### src/rtl/reset_seq_pkg.sv
`default_nettype none
// +---------------------------------------------------------------------------+
// | reset_seq_pkg: shared state encoding and sizing helpers for the reset     |
// | sequencer.                                                                |
// | Revision: 1.0                                                             |
// +---------------------------------------------------------------------------+
package reset_seq_pkg;

  typedef enum logic [2:0] {
    ST_HOLD      = 3'd0,
    ST_LOCK_WAIT = 3'd1,
    ST_RELEASE   = 3'd2,
    ST_RUN       = 3'd3
  } seq_state_t;

  localparam int SYNC_STAGES = 2;

  function automatic int max3(input int a, input int b, input int c);
    int m;
    m = (a > b) ? a : b;
    return (m > c) ? m : c;
  endfunction

endpackage
`default_nettype wire

### src/rtl/sync_bit.sv
`default_nettype none
// +---------------------------------------------------------------------------+
// | sync_bit: multi-flop single-bit synchronizer with synchronous clear.      |
// | Revision: 1.0                                                             |
// +---------------------------------------------------------------------------+
module sync_bit
  import reset_seq_pkg::*;
#(
  parameter int STAGES = SYNC_STAGES
) (
  input  logic clk,
  input  logic reset,
  input  logic clr,
  input  logic d,
  output logic q
);

  (* ASYNC_REG = "TRUE", keep = "true" *) logic [STAGES-1:0] sync_q;
  logic [STAGES-1:0] sync_d;

  always_comb begin
    sync_d = {sync_q[STAGES-2:0], d};
    if (clr) begin
      sync_d = '0;
    end
  end

  always_ff @(posedge clk) begin
    if (reset) begin
      sync_q <= '0;
    end else begin
      sync_q <= sync_d;
    end
  end

  assign q = sync_q[STAGES-1];

endmodule
`default_nettype wire

### src/rtl/reset_sequencer.sv
`default_nettype none
// +---------------------------------------------------------------------------+
// | reset_sequencer: ordered release of N active-low reset domains after PLL  |
// | lock, with teardown on lock loss or accepted software reset.              |
// | Revision: 1.0                                                             |
// +---------------------------------------------------------------------------+
module reset_sequencer
  import reset_seq_pkg::*;
#(
  parameter int N_DOMAINS   = 4,
  parameter int LOCK_CYCLES = 1024,
  parameter int STEP_CYCLES = 16,
  parameter int HOLD_CYCLES = 64
) (
  input  logic                 clk,
  input  logic                 reset,
  input  logic                 pll_locked,
  input  logic                 soft_rst_valid,
  output logic                 soft_rst_ready,
  output logic                 soft_rst_done,
  output logic [N_DOMAINS-1:0] domain_resetn,
  output logic                 all_released,
  output logic [2:0]           seq_state
);

  localparam int CNT_W = $clog2(max3(LOCK_CYCLES, STEP_CYCLES, HOLD_CYCLES) + 1);
  localparam int IDX_W = (N_DOMAINS > 1) ? $clog2(N_DOMAINS) : 1;

  localparam logic [CNT_W-1:0] HOLD_LAST = CNT_W'(HOLD_CYCLES - 1);
  localparam logic [CNT_W-1:0] LOCK_LAST = CNT_W'(LOCK_CYCLES - 1);
  localparam logic [CNT_W-1:0] STEP_LAST = CNT_W'(STEP_CYCLES - 1);
  localparam logic [IDX_W-1:0] IDX_LAST  = IDX_W'(N_DOMAINS - 1);

  seq_state_t           state_q, state_d;
  logic [CNT_W-1:0]     cnt_q, cnt_d;
  logic [IDX_W-1:0]     idx_q, idx_d;
  logic [N_DOMAINS-1:0] dom_q, dom_d;
  logic                 rel_q, rel_d;
  logic                 done_q, done_d;
  logic                 pend_q, pend_d;
  logic                 lock_s;
  logic                 enter_hold;

  // Synchronizer is flushed during HOLD so every release needs lock freshly
  // observed after the hold window, giving the same timing from any teardown.
  sync_bit #(
    .STAGES (SYNC_STAGES)
  ) u_lock_sync (
    .clk   (clk),
    .reset (reset),
    .clr   (state_q == ST_HOLD),
    .d     (pll_locked),
    .q     (lock_s)
  );

  always_comb begin
    state_d    = state_q;
    cnt_d      = cnt_q;
    idx_d      = idx_q;
    dom_d      = dom_q;
    rel_d      = rel_q;
    done_d     = 1'b0;
    pend_d     = pend_q;
    enter_hold = 1'b0;

    case (state_q)
      ST_HOLD: begin
        if (cnt_q == HOLD_LAST) begin
          state_d = ST_LOCK_WAIT;
          cnt_d   = '0;
        end else begin
          cnt_d = cnt_q + 1'b1;
        end
      end
      ST_LOCK_WAIT: begin
        if (!lock_s) begin
          cnt_d = '0;
        end else if (cnt_q == LOCK_LAST) begin
          state_d = ST_RELEASE;
          cnt_d   = '0;
          idx_d   = '0;
        end else begin
          cnt_d = cnt_q + 1'b1;
        end
      end
      ST_RELEASE: begin
        if (!lock_s) begin
          enter_hold = 1'b1;
        end else if (cnt_q == STEP_LAST) begin
          dom_d[idx_q] = 1'b1;
          cnt_d        = '0;
          if (idx_q == IDX_LAST) begin
            state_d = ST_RUN;
            rel_d   = 1'b1;
            done_d  = pend_q;
            pend_d  = 1'b0;
          end else begin
            idx_d = idx_q + 1'b1;
          end
        end else begin
          cnt_d = cnt_q + 1'b1;
        end
      end
      ST_RUN: begin
        // Lock loss wins; the request stays unconsumed and is retried later.
        if (!lock_s) begin
          enter_hold = 1'b1;
        end else if (soft_rst_valid) begin
          pend_d     = 1'b1;
          enter_hold = 1'b1;
        end
      end
      default: enter_hold = 1'b1;
    endcase

    if (enter_hold) begin
      state_d = ST_HOLD;
      cnt_d   = '0;
      idx_d   = '0;
      dom_d   = '0;
      rel_d   = 1'b0;
    end
  end

  always_ff @(posedge clk) begin
    if (reset) begin
      state_q <= ST_HOLD;
      cnt_q   <= '0;
      idx_q   <= '0;
      dom_q   <= '0;
      rel_q   <= 1'b0;
      done_q  <= 1'b0;
      pend_q  <= 1'b0;
    end else begin
      state_q <= state_d;
      cnt_q   <= cnt_d;
      idx_q   <= idx_d;
      dom_q   <= dom_d;
      rel_q   <= rel_d;
      done_q  <= done_d;
      pend_q  <= pend_d;
    end
  end

  assign soft_rst_ready = (state_q == ST_RUN);
  assign soft_rst_done  = done_q;
  assign domain_resetn  = dom_q;
  assign all_released   = rel_q;
  assign seq_state      = state_q;

endmodule
`default_nettype wire

### config.mk
export PLATFORM = sky130hd
export DESIGN_NAME = reset_sequencer
export DESIGN_NICKNAME = d
export VERILOG_FILES = /design/src/rtl/reset_seq_pkg.sv /design/src/rtl/sync_bit.sv /design/src/rtl/reset_sequencer.sv
export SDC_FILE = /design/constraint.sdc
export NUM_CORES = 1
export LEC_CHECK = 0
export ABC_CLOCK_PERIOD_IN_PS = 3610
export CORE_MARGIN = 8
export CORE_UTILIZATION = 59
export DETAILED_ROUTE_END_ITERATION = 12
export HOLD_SLACK_MARGIN = 0.1
export PLACE_DENSITY = 0.86
export SLEW_MARGIN = 5
export SYNTH_ARGS = -nofsm -noshare
export SYNTH_HDL_FRONTEND = slang
export SYNTH_SLANG_ARGS = --single-unit
### constraint.sdc
create_clock -name clk -period 3.61 [get_ports clk]
set_input_delay 0.722 -clock clk [delete_from_list [all_inputs] [get_ports clk]]
set_output_delay 0.722 -clock clk [all_outputs]
set_load 0.05 [all_outputs]
# ---- Yosys cells after proc, flatten, opt, wreduce, memory -nomap -nowiden
# Cells that the tools add are included.
dict set report op_classes {
  n_addsub 2
  magnitude_cmp 2
  eq_ne 16
  muxes 31
  n_bitwise 5
  reduce_logical 15
}
# op count
set ops {}
lappend ops {{2-to-1 mux 11 bit} 5}
lappend ops {{one-hot mux 11 bit (3 select lines)} 1}
lappend ops {{2-to-1 mux 3 bit} 6}
lappend ops {{inequality test 2 bit, second input constant} 6}
lappend ops {{AND reduction 6 bit} 2}
lappend ops {{adder 11 x 1 -> 11 bit, second input constant} 1}
lappend ops {{== test 11 x 10 -> 1 bit, second input constant} 1}
lappend ops {{== test 11 x 4 -> 1 bit, second input constant} 1}
lappend ops {{== test 11 x 6 -> 1 bit, second input constant} 1}
lappend ops {{2-to-1 mux 2 bit} 5}
lappend ops {{2-to-1 mux 1 bit} 9}
lappend ops {{one-hot mux 3 bit (3 select lines)} 1}
lappend ops {{AND reduction 7 bit} 1}
lappend ops {{== test 3 x 2 -> 1 bit, second input constant} 2}
lappend ops {{inequality test 2 x 1 -> 1 bit, second input constant} 3}
lappend ops {{OR reduction 2 bit} 3}
lappend ops {{OR reduction 5 bit} 1}
lappend ops {{inverter 1 bit} 4}
lappend ops {{OR 4 bit} 1}
lappend ops {{one-hot mux 2 bit (2 select lines)} 1}
lappend ops {{AND reduction 4 bit} 1}
lappend ops {{nonzero test 2 bit} 2}
lappend ops {{== test 3 x 1 -> 1 bit, second input constant} 1}
lappend ops {{logical NOT 3 bit} 1}
lappend ops {{other kinds (11)} 11}
dict set report totals {
  regBits 25
  inputBits 4
  out_inout_bits 10
}

# ---- Longest topological paths before layout
dict set report depth {
  depth_word 5
  mapped_depth 8
}

# ---- Hierarchy
# From an unflattened synthesis, not the netlist that was laid out.
dict set report hier_totals {
  hier_cells 159
  area_unflattened_um2 1406.3
}
# mod n_inst cells_each area_each_um2 seq_area_each_um2
set by_module_without_submodules {}
lappend by_module_without_submodules {reset_sequencer 1 154 1343.8 440.4}
lappend by_module_without_submodules {sync_bit 1 5 62.6 40.0}

# ---- Least setup slack after synthesis
# OpenSTA, ideal clock, no wires.
dict set report synth_timing {
  path_type {reg2reg}
  from {reg state_q[1], in the netlist seq_state[1]}
  to {reg cnt_q[7]}
  t_arrival_ns 2.492
  required_time_ns 3.482
  slack_ns 0.990
  path_stages_with_launch 8
  synth_period_minus_slack_ns 2.620
  cell_sequence {dfxtp_1 -> inv_1 -> ha_1 -> or3b_2 -> a2111oi_0 -> o22ai_1 -> o21bai_1 -> nor3_1}
}
dict set report synth_via {
  elab_chain_cells 4
}
# element line_no
set synth_lines {}
lappend synth_lines {{start, declared} reset_sequencer.sv:34} ;# seq_state_t state_q, state_d;
lappend synth_lines {{start signal, assigned} reset_sequencer.sv:135} ;# state_q <= state_d;
lappend synth_lines {{== test 3 x 1 -> 1 bit or logical NOT 3 bit (tied branches)} reset_sequencer.sv:66} ;# case (state_q)
lappend synth_lines {{OR reduction 2 bit (no line)} n/a}
lappend synth_lines {{one-hot mux 1 bit (3 select lines)} reset_sequencer.sv:66}
lappend synth_lines {{OR reduction 2 bit (no line)} n/a}
lappend synth_lines {{end signal, assigned} reset_sequencer.sv:136} ;# cnt_q <= cnt_d;
lappend synth_lines {{end, declared} reset_sequencer.sv:35} ;# logic [CNT_W-1:0] cnt_q, cnt_d;
# Parallel ways exist; a longest one is shown, timed or not.
# A chain may end at the register's enable or synchronous reset.

# ---- Worst setup path in the final report
dict set report layout_timing {
  from {reg state_q[0], in the netlist seq_state[0]}
  to {out soft_rst_ready}
}
dict set report layout_via {
  elab_chain_cells 1
}
# element line_no
set layout_lines {}
lappend layout_lines {{== test 3 x 2 -> 1 bit} reset_sequencer.sv:145} ;# assign soft_rst_ready = (state_q == ST_RUN);
lappend layout_lines {{end, declared} reset_sequencer.sv:19} ;# output logic soft_rst_ready,
# No other way between the ends.

==> out/metrics.yaml <==
outcome: "complete, no violations"
cts_htree_levels: 1
clk_latency_ps: 310
p_sw_w: 0.000145
p_leak_nw: 0.542
synthesis.nets: 169
critPathKind: "flop to output port"
die_x_um: 63.5
fill_cells: 186
grt_pass1_wl_mm: 5.01
ys.warnings.count: 0
grt_max_degree: 15
clock-sinks: 24
synthArstFlopShare_pct: 0
clockBufferDepth: 2
hpwl_mm: 2.13
initial_utilization_pct: 61.3
ys_ff_latch: 24
cts_tree: "yes"
clock.fmax_mhz: 365
overflow: 0
p_clk_share_pct: 33.6
intPower_w: 0.000423
worst-path-buf-inv: 1
placeableCoreArea_um2: 2170
numCtsBuffers: 3
arrival_ps: 2020
rows: 17
seq_area_frac_synth_pct: 36.1
hold_viol: 0
cpMaxStageDelayCell: "clkdlybuf4s50_1"
cp.required_ps: 2890
clkTransAtPathRegs_ps: 130
synth_cell_types: 49
syn_area_per_cell_um2: 8.58
finalInstanceArea_um2: 1510
endpoint_kind: "output port"
vias: 1183
p_seq_share_pct: 50.5
antenna_cells: 0
die_h_um: 63.5
antenna_left: 0
post_cts_buffers: 0
postCtsResizedCells: 0
ioPinCount: 14
dpl.cell_count: 188
area_growth_pct: 13.3
firstDrtPassIters: 6
swShare_pct: 25.6
drtIter0Drc: 32
fin_cells: 192
die_area_um2: 4030
cp_top_family: "buffers and inverters"
drcViolationCount: 0
drv_slew: 0
hold_buffers: 0
final_cell_mix: "24 x dfxtp_1, 17 x nor2_1, 14 x a21oi_1"
syn_inst: 155
setup_tns_ps: 0
start_kind: "flop"
slew_headroom_pct: 40.5
synth_edf_count: 0
crit_fanout: 9
nets: 179
rsz0062_at_grt: "false"
setup_viol: 0
fin_crit_ps: 2740
whs_ps: 464
drv_cap: 0
fin_skew_ps: 1.19
hold_class: "flop to flop"
antenna_found_initial: 0
combPwrFrac_pct: 15.8
drt_wl_total_mm: 2.85
cp_slowest_stage_delay_ps: 870
drive_gt1_share_pct: 7.93
irDropWorstVdd_mv: 0.356
routedWlPerCell_um: 14.8
power.density_nw_per_um2: 378
final_common_cell: "dfxtp_1"
cts_root_buf: "clkbuf_4"
io_buffers: 12
grtUsageTotal_pct: 14.5
worstMarginPinSlew_ps: 887
path_cells: "ha_1, clkdlybuf4s50_1"
avgViaCountPerCell: 6.16
placed_area_um2: 1450
period_share_pct: 76.0
grt_pass1_vias: 1184
finalWeightedCongestion: 0.847
ys.flop_type: "dfxtp_1"
syn_area_um2: 1330
-- synth_stat cells, types with 4 or more instances --
cell type | n | area, µm²
dfxtp_1 | 24 | 480
buf_2 | 4 | 20.0
nand4_1 | 4 | 25.0
nand3_1 | 5 | 25.0
o21ai_0 | 5 | 25.0
a21oi_1 | 14 | 70.1
inv_1 | 8 | 30.0
nor2_1 | 17 | 63.8
and3_1 | 4 | 25.0
nand2_1 | 8 | 30.0
ha_1 | 10 | 125
-- sequential cells by signal, indices dropped and copies added, names as in the netlist --
register	flops
all_released	1
cnt_q	11
domain_resetn	4
idx_q	2
pend_q	1
seq_state	2
soft_rst_done	1
u_lock_sync.sync_q	2
-- final cells by class --
class / instances / area (µm²) / share of cell area (%)
tap: 28 / 35.0 / 2.33
sequential: 24 / 480 / 31.9
clock buffer: 3 / 22.5 / 1.50
timing repair buffer: 13 / 128 / 8.47
inverter: 9 / 33.8 / 2.24
multi-input combinational: 114 / 777 / 51.6
clock inverter: 1 / 30.0 / 1.99
-- worst min-delay path: cells and delay by family (launching register included) --
| kind | cells | cell delay (ps) |
|---|---|---|
| compound gates | 1 | 50 |
| buf+inv | 1 | 50 |
| flops | 1 | 340 |
-- path summary, 6_finish.rpt --
kind / start / to / slack, ps / cells past startpoint
max reg2reg: seq_state[0] / cnt_q[7] / 1060 / 7
min reg2reg: all_released / all_released / 460 / 2
max: seq_state[0] / soft_rst_ready / 870 / 2
min: all_released / all_released / 460 / 2
-- kinds of logic after synthesis --
logic type               after synthesis  share of synthesized area (%)
AO/OA/AOI/OAI                         39                           20.5
buffers and inverters                 17                           5.46
flip-flops                            24                           36.1
AND/OR/NAND/NOR                       59                           24.7
XOR/XNOR                               3                           1.98
other                                  1                          0.282
multiplexers                           2                           1.51
adder cells (fa/ha/maj)               10                           9.41
-- routing by layer --
metal  track usage [%]  routed length, µm  share of wire (%)  up-vias
li1                  -                  -                  -      582
met1              16.5               1290                 45      551
met2              25.0               1380                 48       44
met3              3.18                141                4.9        6
met4              6.41                 42                1.5        0
met5                 0                  0                  0        -
-- power groups by stage --
stage / Combinational, W / Clock, W / Sequential [W]
6_report: 0.0000901 / 0.000191 / 0.000287
5_1_grt: 0.0000988 / 0.000206 / 0.000289
4_1_cts: 0.0000894 / 0.000197 / 0.000287
3_5_place_dp: 0.0000865 / 0 / 0.000292
3_3_place_gp: 0.0000840 / 0 / 0.000291
2_1_floorplan: 0.0000588 / 0 / 0.000296
-- per-stage QoR --
stage          setup WS (ps)  total power [W]  util (%)
3_5_place_dp            1080         0.000379      67.0
6_report                 868         0.000569      69.4
5_1_grt                  750         0.000594      69.4
4_1_cts                  855         0.000573      69.4
2_1_floorplan            990         0.000354         -
3_3_place_gp            1260         0.000375      67.0
Note: power is estimated with default switching activity, not from simulation.
